[src/rtl/psram_arb_pkg.sv]
// rtl/psram_arb_pkg.sv - shared state encoding and requester ids for the PSRAM arbiter
package psram_arb_pkg;

    typedef enum logic [2:0] {
        IDLE,
        ISSUE,
        WAIT_END,
        RELEASE,
        GAP
    } arb_state_t;

    localparam logic REQ_A = 1'b0;
    localparam logic REQ_B = 1'b1;

endpackage

[src/rtl/rr_arb2.sv]
// rtl/rr_arb2.sv - combinational two-way round-robin pick
module rr_arb2
    import psram_arb_pkg::*;
(
    input  logic a_req,
    input  logic b_req,
    input  logic last,
    output logic gnt_id,
    output logic valid
);

    // On contention the requester that was not served last wins.
    always_comb begin
        valid  = a_req | b_req;
        gnt_id = REQ_A;
        if (a_req && b_req) begin
            gnt_id = (last == REQ_A) ? REQ_B : REQ_A;
        end else if (b_req) begin
            gnt_id = REQ_B;
        end
    end

endmodule

[src/rtl/psram_arbiter.sv]
// rtl/psram_arbiter.sv - two-requester round-robin sequencer in front of the psram controller
module psram_arbiter
    import psram_arb_pkg::*;
#(
    parameter int ADDR_W      = 24,
    parameter int DATA_W      = 16,
    parameter int HOLD_CYCLES = 2,
    parameter int GAP_CYCLES  = 4,
    parameter int TIMEOUT     = 64
) (
    input  logic              mem_clk,
    input  logic              rst_n,
    input  logic              qpi_on,

    input  logic              a_req,
    input  logic              a_we,
    input  logic [ADDR_W-1:0] a_addr,
    input  logic [DATA_W-1:0] a_wdata,
    output logic              a_gnt,
    output logic              a_done,
    output logic              a_err,
    output logic [DATA_W-1:0] a_rdata,

    input  logic              b_req,
    input  logic              b_we,
    input  logic [ADDR_W-1:0] b_addr,
    input  logic [DATA_W-1:0] b_wdata,
    output logic              b_gnt,
    output logic              b_done,
    output logic              b_err,
    output logic [DATA_W-1:0] b_rdata,

    output logic              busy,
    output logic [ADDR_W-1:0] address,
    output logic [DATA_W-1:0] data_in,
    output logic              read_sw,
    output logic              write_sw,
    input  logic              endcommand,
    input  logic [DATA_W-1:0] data_out
);

    localparam int CNT_W = $clog2(TIMEOUT + HOLD_CYCLES + GAP_CYCLES + 1);

    arb_state_t       state;
    logic [CNT_W-1:0] cnt;
    logic             last_id;
    logic             win_id;
    logic             win_we;
    logic             pick_id;
    logic             pick_valid;
    logic             grant;

    rr_arb2 u_rr (
        .a_req  (a_req),
        .b_req  (b_req),
        .last   (last_id),
        .gnt_id (pick_id),
        .valid  (pick_valid)
    );

    // Grant is decided and acknowledged in the IDLE cycle itself.
    assign grant = (state == IDLE) && qpi_on && pick_valid;
    assign a_gnt = grant && (pick_id == REQ_A);
    assign b_gnt = grant && (pick_id == REQ_B);
    assign busy  = (state != IDLE);

    always_ff @(posedge mem_clk or negedge rst_n) begin
        if (!rst_n) begin
            state    <= IDLE;
            cnt      <= '0;
            last_id  <= REQ_B;
            win_id   <= REQ_A;
            win_we   <= 1'b0;
            address  <= '0;
            data_in  <= '0;
            read_sw  <= 1'b0;
            write_sw <= 1'b0;
            a_done   <= 1'b0;
            a_err    <= 1'b0;
            a_rdata  <= '0;
            b_done   <= 1'b0;
            b_err    <= 1'b0;
            b_rdata  <= '0;
        end else begin
            a_done <= 1'b0;
            a_err  <= 1'b0;
            b_done <= 1'b0;
            b_err  <= 1'b0;
            case (state)
                IDLE: begin
                    if (grant) begin
                        win_id   <= pick_id;
                        win_we   <= (pick_id == REQ_B) ? b_we : a_we;
                        address  <= (pick_id == REQ_B) ? b_addr : a_addr;
                        data_in  <= (pick_id == REQ_B) ? b_wdata : a_wdata;
                        write_sw <= (pick_id == REQ_B) ? b_we : a_we;
                        read_sw  <= (pick_id == REQ_B) ? ~b_we : ~a_we;
                        cnt      <= '0;
                        state    <= ISSUE;
                    end
                end
                ISSUE: begin
                    if (cnt == CNT_W'(HOLD_CYCLES - 1)) begin
                        cnt   <= '0;
                        state <= WAIT_END;
                    end else begin
                        cnt <= cnt + CNT_W'(1);
                    end
                end
                WAIT_END: begin
                    if (endcommand) begin
                        read_sw  <= 1'b0;
                        write_sw <= 1'b0;
                        state    <= RELEASE;
                        if (win_id == REQ_B) begin
                            b_done <= 1'b1;
                            if (!win_we) b_rdata <= data_out;
                        end else begin
                            a_done <= 1'b1;
                            if (!win_we) a_rdata <= data_out;
                        end
                    end else if (cnt == CNT_W'(TIMEOUT - 1)) begin
                        // Watchdog: abandon the command, report an error with done.
                        read_sw  <= 1'b0;
                        write_sw <= 1'b0;
                        state    <= RELEASE;
                        if (win_id == REQ_B) begin
                            b_done <= 1'b1;
                            b_err  <= 1'b1;
                        end else begin
                            a_done <= 1'b1;
                            a_err  <= 1'b1;
                        end
                    end else begin
                        cnt <= cnt + CNT_W'(1);
                    end
                end
                RELEASE: begin
                    last_id <= win_id;
                    cnt     <= '0;
                    state   <= GAP;
                end
                GAP: begin
                    if (cnt == CNT_W'(GAP_CYCLES - 1)) begin
                        cnt   <= '0;
                        state <= IDLE;
                    end else begin
                        cnt <= cnt + CNT_W'(1);
                    end
                end
                default: begin
                    read_sw  <= 1'b0;
                    write_sw <= 1'b0;
                    state    <= IDLE;
                end
            endcase
        end
    end

endmodule

[config.mk]
export PLATFORM = sky130hd
export DESIGN_NAME = psram_arbiter
export DESIGN_NICKNAME = d
export VERILOG_FILES = /design/src/rtl/psram_arb_pkg.sv /design/src/rtl/rr_arb2.sv /design/src/rtl/psram_arbiter.sv
export SDC_FILE = /design/constraint.sdc
export NUM_CORES = 1
export LEC_CHECK = 0
export ABC_AREA = 1
export CORE_MARGIN = 4
export CORE_UTILIZATION = 39
export CTS_CLUSTER_DIAMETER = 200
export CTS_CLUSTER_SIZE = 40
export DETAILED_ROUTE_END_ITERATION = 7
export PLACE_DENSITY = 0.77
export SLEW_MARGIN = 20
export SYNTH_ARGS = -nofsm -noshare
export SYNTH_HDL_FRONTEND = slang
export SYNTH_SLANG_ARGS = --single-unit
[constraint.sdc]
create_clock -name mem_clk -period 1.4 [get_ports mem_clk]
set_input_delay 0.28 -clock mem_clk [delete_from_list [all_inputs] [get_ports mem_clk]]
set_output_delay 0.28 -clock mem_clk [all_outputs]
set_load 0.01 [all_outputs]
# --- After elaboration in Yosys (flattened, before gate mapping) ---
# Index checks and enable logic that the tools add are counted.
word_totals:
  ff_bits: 91
  latch_bits: 0
  ramBits: 0
  rom_bits: 0
  out_inout_bits: 81
  elab_cells: 88
  n_memories: 0
classes:
  n_addsub: 1
  multipliers: 0
  div_mod_pow: 0
  order_cmp: 0
  eq_ne: 13
  shifts: 0
  n_mux: 37
  bitwise_logic: 7
  reduce_logical: 15
op_table:
  columns: ["op", "count"]
  rows:
  - ["7-bit two-way mux", 5]
  - ["7-bit case mux with 5 select lines", 1]
  - ["24-bit two-way mux", 1]
  - ["1-bit two-way mux", 21]
  - ["16-bit two-way mux", 1]
  - ["4-bit AND reduction", 4]
  - ["3-bit two-way mux", 5]
  - ["3-bit case mux with 5 select lines", 1]
  - ["2-bit != test (second input constant)", 5]
  - ["7-bit by 1-bit adder with 7-bit output (second input constant)", 1]
  - ["7-bit by 1-bit == test with 1-bit output (second input constant)", 1]
  - ["7-bit by 2-bit == test with 1-bit output (second input constant)", 1]
  - ["7-bit by 6-bit == test with 1-bit output (second input constant)", 1]
  - ["3-bit by 2-bit == test with 1-bit output (second input constant)", 2]
  - ["1-bit inverter", 6]
  - ["1-bit case mux with 3 select lines", 2]
  - ["1-bit logical AND", 5]
  - ["5-bit nonzero test", 1]
  - ["3-bit by 1-bit == test with 1-bit output (second input constant)", 1]
  - ["3-bit == test (second input constant)", 1]
  - ["3-bit zero test", 1]
  - ["3-bit != test (second input constant)", 1]
  - ["3-bit AND reduction", 1]
  - ["3-bit nonzero test", 1]
  - ["3 further kinds", 3]

# --- Logic depth before layout (Yosys ltp) ---
depth:
  ltp_word: 5
  ltp_mapped: 10
  mapped_depth_nobuf: 10

# --- By module ---
# From an unflattened synthesis, not the netlist that was laid out.
hier_totals:
  cells_unflattened: 441
  hier_area_um2: 4102.7
modules_own_cells:
  columns: ["mod", "instances", "cells_per_inst", "area_per_inst_um2", "seq_area_each_um2"]
  rows:
  - ["psram_arbiter", 1, 438, 4087.7, 2278.4]
  - ["rr_arb2", 1, 3, 15.0, 0.0]

# --- Least setup slack after synthesis ---
# No wires, ideal clock.
synth_timing:
  kind: "reg-to-output"
  startpoint: "reg state[2]"
  endpoint: "out a_gnt"
  arrival_ns: 1.215
  required_time_ns: 1.120
  setup_slack_ns: -0.095
  stages_incl_launch_ff: 9
  path_buffers: 1
  path_cell_list: "dfrtp_1 > inv_2 > nand2_2 > nor2_4 > nand2_2 > nor2_8 > inv_4 > buf_6 > nor2_2"
synth_between:
  elab_chain_cells: 4
synth_rtl:
  columns: ["element", "line_no", "text"]
  rows:
  - ["from (decl)", "psram_arbiter.sv:44", "arb_state_t state;"]
  - ["from (signal assigned)", "psram_arbiter.sv:69", "state <= IDLE;"]
  - ["from (signal assigned)", "psram_arbiter.sv:99", "state <= ISSUE;"]
  - ["from (signal assigned)", "psram_arbiter.sv:105", "state <= WAIT_END;"]
  - ["3-bit zero test", "psram_arbiter.sv:62", "assign grant = (state == IDLE) && qpi_on && pick_valid;"]
  - ["1-bit logical AND (2 in a row)", "psram_arbiter.sv:62", null]
  - ["1-bit logical AND", "psram_arbiter.sv:63", "assign a_gnt = grant && (pick_id == REQ_A);"]
  - ["to (decl)", "psram_arbiter.sv:19", "output logic a_gnt,"]
# Every way passes these cells.

# --- Worst setup path after layout ---
layout_timing:
  startpoint: "reg state[0]"
  endpoint: "out a_gnt"
# Same word-level chain as after synthesis.

==> metrics.md <==
| Metric | Value |
|---|---|
| Final Hold Fails | `0` |
| CTS Sinks | `91` |
| Full die area | `13000 um^2` |
| Yosys top cell area share | `51.6%` |
| Core box area | `10900 um^2` |
| Layout cells sized above 1 | `18.8%` |
| Clock share of power | `14.6%` |
| Largest area contributor in the netlist | `dfrtp_1` |
| Clk slew on worst S/H paths | `0.09 ns` |
| Via/cell ratio | `4.65` |
| Cell-internal power | `0.00742 W` |
| Hold Crit Class | `primary input to async pin` |
| Top post-synthesis cells by count | `nand2_1, dfrtp_1, inv_1, o21ai_0, nand3_1` |
| Max-slew violation count | `0` |
| CTS tree | `done` |
| Synthesis-stage register bit count | `91` |
| Detail Route Antenna Nets | `0` |
| FMAX | `0.596 GHz` |
| Flop pwr share | `36.4%` |
| Gate power share | `49.0%` |
| Layout area overhead | `63.7%` |
| Seq/Total Area, Yosys | `52.2%` |
| Post-synth cell types | `29` |
| Syn Nets | `685` |
| ANT cells | `0` |
| Total number of vias | `4354` |
| I/O Buffers | `184` |
| Largest net degree at the start of global routing | `43` |
| Worst skew pair latency | `0.35 ns` |
| Final setup margin | `-0.277 ns` |
| Final weighted congestion of routability-driven global placement | `0.871` |
| Mapped Area | `4370 um^2` |
| Final worst path period share | `120%` |
| All-layer global routing usage | `19.1%` |
| Critical register-to-register path startpoint | `state[0]` |
| Global-route wire length before repair | `20.2 mm` |
| Critical Path Fanout Max | `2` |
| DRT Wirelength | `13.1 mm` |
| M1 GR Usage | `22.1%` |
| H-tree levels | `3` |
| Final min period | `1.68 ns` |
| RSZ-0062 raised after global routing | `yes` |
| Failing checks | `negative setup slack` |
| Bufs and invs on worst path | `3` |
| Overflow after GRT | `0` |
| Inserted Clock Buffers | `9` |
| CTS Buffer Depth | `2` |
| CP Capture Type | `output port` |
| Final setup violation count | `56` |
| Iteration-0 DRC Markers | `164` |
| Vias in the first global route | `4458` |
| Cell with the most instances after synthesis | `nand2_1` |
| Startpoint types | `register` |
| Worst VDD drop | `0.779 mV` |
| Slowest stage cell, crit path | `dfrtp_1` |
| Worst-path cell chain | `inv_2 -> nand2_4 -> nor2_4 -> nand2_4 -> nor2_8 -> inv_4 -> nor2_4 -> buf_6` |
| DR pass1 iterations | `4` |
| Worst Path Arrival | `1.40 ns` |
| Max-cap violations | `0` |
| Initial Util | `40.1%` |
| Sw power | `0.00490 W` |
| CP peak stage delay | `0.40 ns` |
| Outcome | `finished, violations left` |
| Final-stage net count | `898` |
| Syn_area_per_cell | `7.54 um^2` |
| Mapped Cells | `579` |
| FF-to-FF End | `write_sw` |
| P_leak | `3.84 nW` |
| Boundary pin count | `185` |
| Initial antenna violation count | `0` |
| WP data required | `1.12 ns` |
| Max_slew headroom | `71.6%` |
| Dominant synthesized flop cell | `dfrtp_1` |
| Die Width | `114 um` |
| Rows | `38` |
| Global routing's busiest layer | `met2` |
| R2R cell count | `8` |
| Crit path kind | `register to output port` |
| Met2 usage | `33.1%` |
| DRC viols | `0` |
| Met3 GRT Util | `7.27%` |
| Cell family with most CP delay | `simple AND/OR/NAND/NOR gates` |
| Worst-Margin Slew | `0.426 ns` |
| EDFF count, synth | `0` |
| Pwr Total | `0.0123 W` |
| Wire per inst | `14.0 um` |
| CTS Root Cell | `clkbuf_8` |
| Pwr dens | `1720 nW/um^2` |
| Synth warn | `0` |
| Top post-synthesis cells by area | `dfrtp_1, nand2_1, inv_1, o21ai_0, nand3_1` |
| Net switching share of the total power | `39.8%` |
| Ys async rst share | `100%` |
| Post-Place Setup Slack | `-0.585 ns` |
| Clock skew | `0.0139 ns` |
| Reg2Reg Setup Slack | `-0.11 ns` |
| Die Ht | `114 um` |
| Dpl hpwl | `9.35 mm` |
[power groups by stage]
stage                     Clock (W)  Sequential [W]  Combinational [W]
after CTS                   0.00185         0.00433            0.00537
after global placement            0         0.00436            0.00579
after floorplan                   0         0.00484            0.00218
after detailed placement          0         0.00440            0.00592
after global routing        0.00196         0.00464            0.00667
final                       0.00180         0.00448            0.00604
[layout make-up]
cell class / instances / area [um^2]
fill: 905 / 3740
sequential: 91 / 2280
timing repair buffer: 225 / 2200
multi-input combinational: 427 / 2140
tap: 140 / 175
inverter: 38 / 153
clock buffer: 11 / 141
clock inverter: 5 / 60.1
[how the worst max path moves through the flow]
stage          startpoint  endpoint  slack, ns  cells past startpoint
3_3_place_gp        a_req     a_gnt      -0.54                      6
4_1_cts          state[0]     a_gnt      -0.31                      8
3_5_place_dp        a_req     a_gnt      -0.58                      6
6_report         state[0]     a_gnt      -0.28                      8
2_1_floorplan    state[2]     a_gnt      -0.09                      8
5_1_grt          state[2]     a_gnt      -0.37                      8
[per-stage QoR]
stage	instances	util, %	hold WS (ns)	setup TNS (ns)	instance area (um^2)
5_1_grt	937	65.7	0.397	-10.50	7150
3_5_place_dp	909	59.9	0.205	-29.13	6520
3_3_place_gp	909	59.9	0.202	-26.09	6520
2_1_floorplan	579	-	-0.0156	-0.0871	4390
4_1_cts	930	61.4	0.362	-4.23	6690
6_report	937	65.7	0.375	-3.90	7150
[metal layers]
layer | up-vias | wire length (um)
li1 | 2190 | -
met1 | 2010 | 5210
met2 | 141 | 6630
met3 | 13 | 1080
met4 | 0 | 172
met5 | - | 0
[sequential cells by signal, summed over array words and instances (netlist names), 3 cells and up]
name     cells
b_rdata     16
state        3
data_in     16
address     24
cnt          7
a_rdata     16
[layout by cell type, fill, tap and decap left out, drive strengths merged]
cell,Yosys,final
buf,17,39
bufinv,0,1
clkbuf,6,15
clkdlybuf4s15,0,3
clkdlybuf4s50,0,102
clkinv,1,2
clkinvlp,0,1
dfrtp,90,90
dfstp,1,1
dlygate4sd2,0,76
dlygate4sd3,0,1
ha,2,2
inv,37,39
nand2,333,333
nand3,22,22
nand3b,2,2
nand4,2,2
nor2,22,22
nor3,3,3
o21ai,38,38
o21bai,1,1
xor2,2,2
[cell families (layout without fill, tap and decap cells)]
logic type      count (synthesis)  after routing  synth area share [%]
compound gates                 39             39                  4.61
simple gates                  384            384                  35.4
flops                          91             91                  52.2
buf+inv                        61            279                  6.85
fa+ha+maj                       2              2                 0.573
xor+xnor                        2              2                 0.401
[what timing repair did]
| action | CTS | global route |
|---|---|---|
| buffers inserted | 4 | 2 |
| hold endpoints to repair | 20 | 0 |
| hold buffers | 1 | 0 |
| gates cloned | 0 | 6 |
| gates resized for setup | 96 | 118 |
| pin swaps | 4 | 7 |
| endpoints found under the setup margin | 132 | 88 |
(Power assumes the default switching activity.)
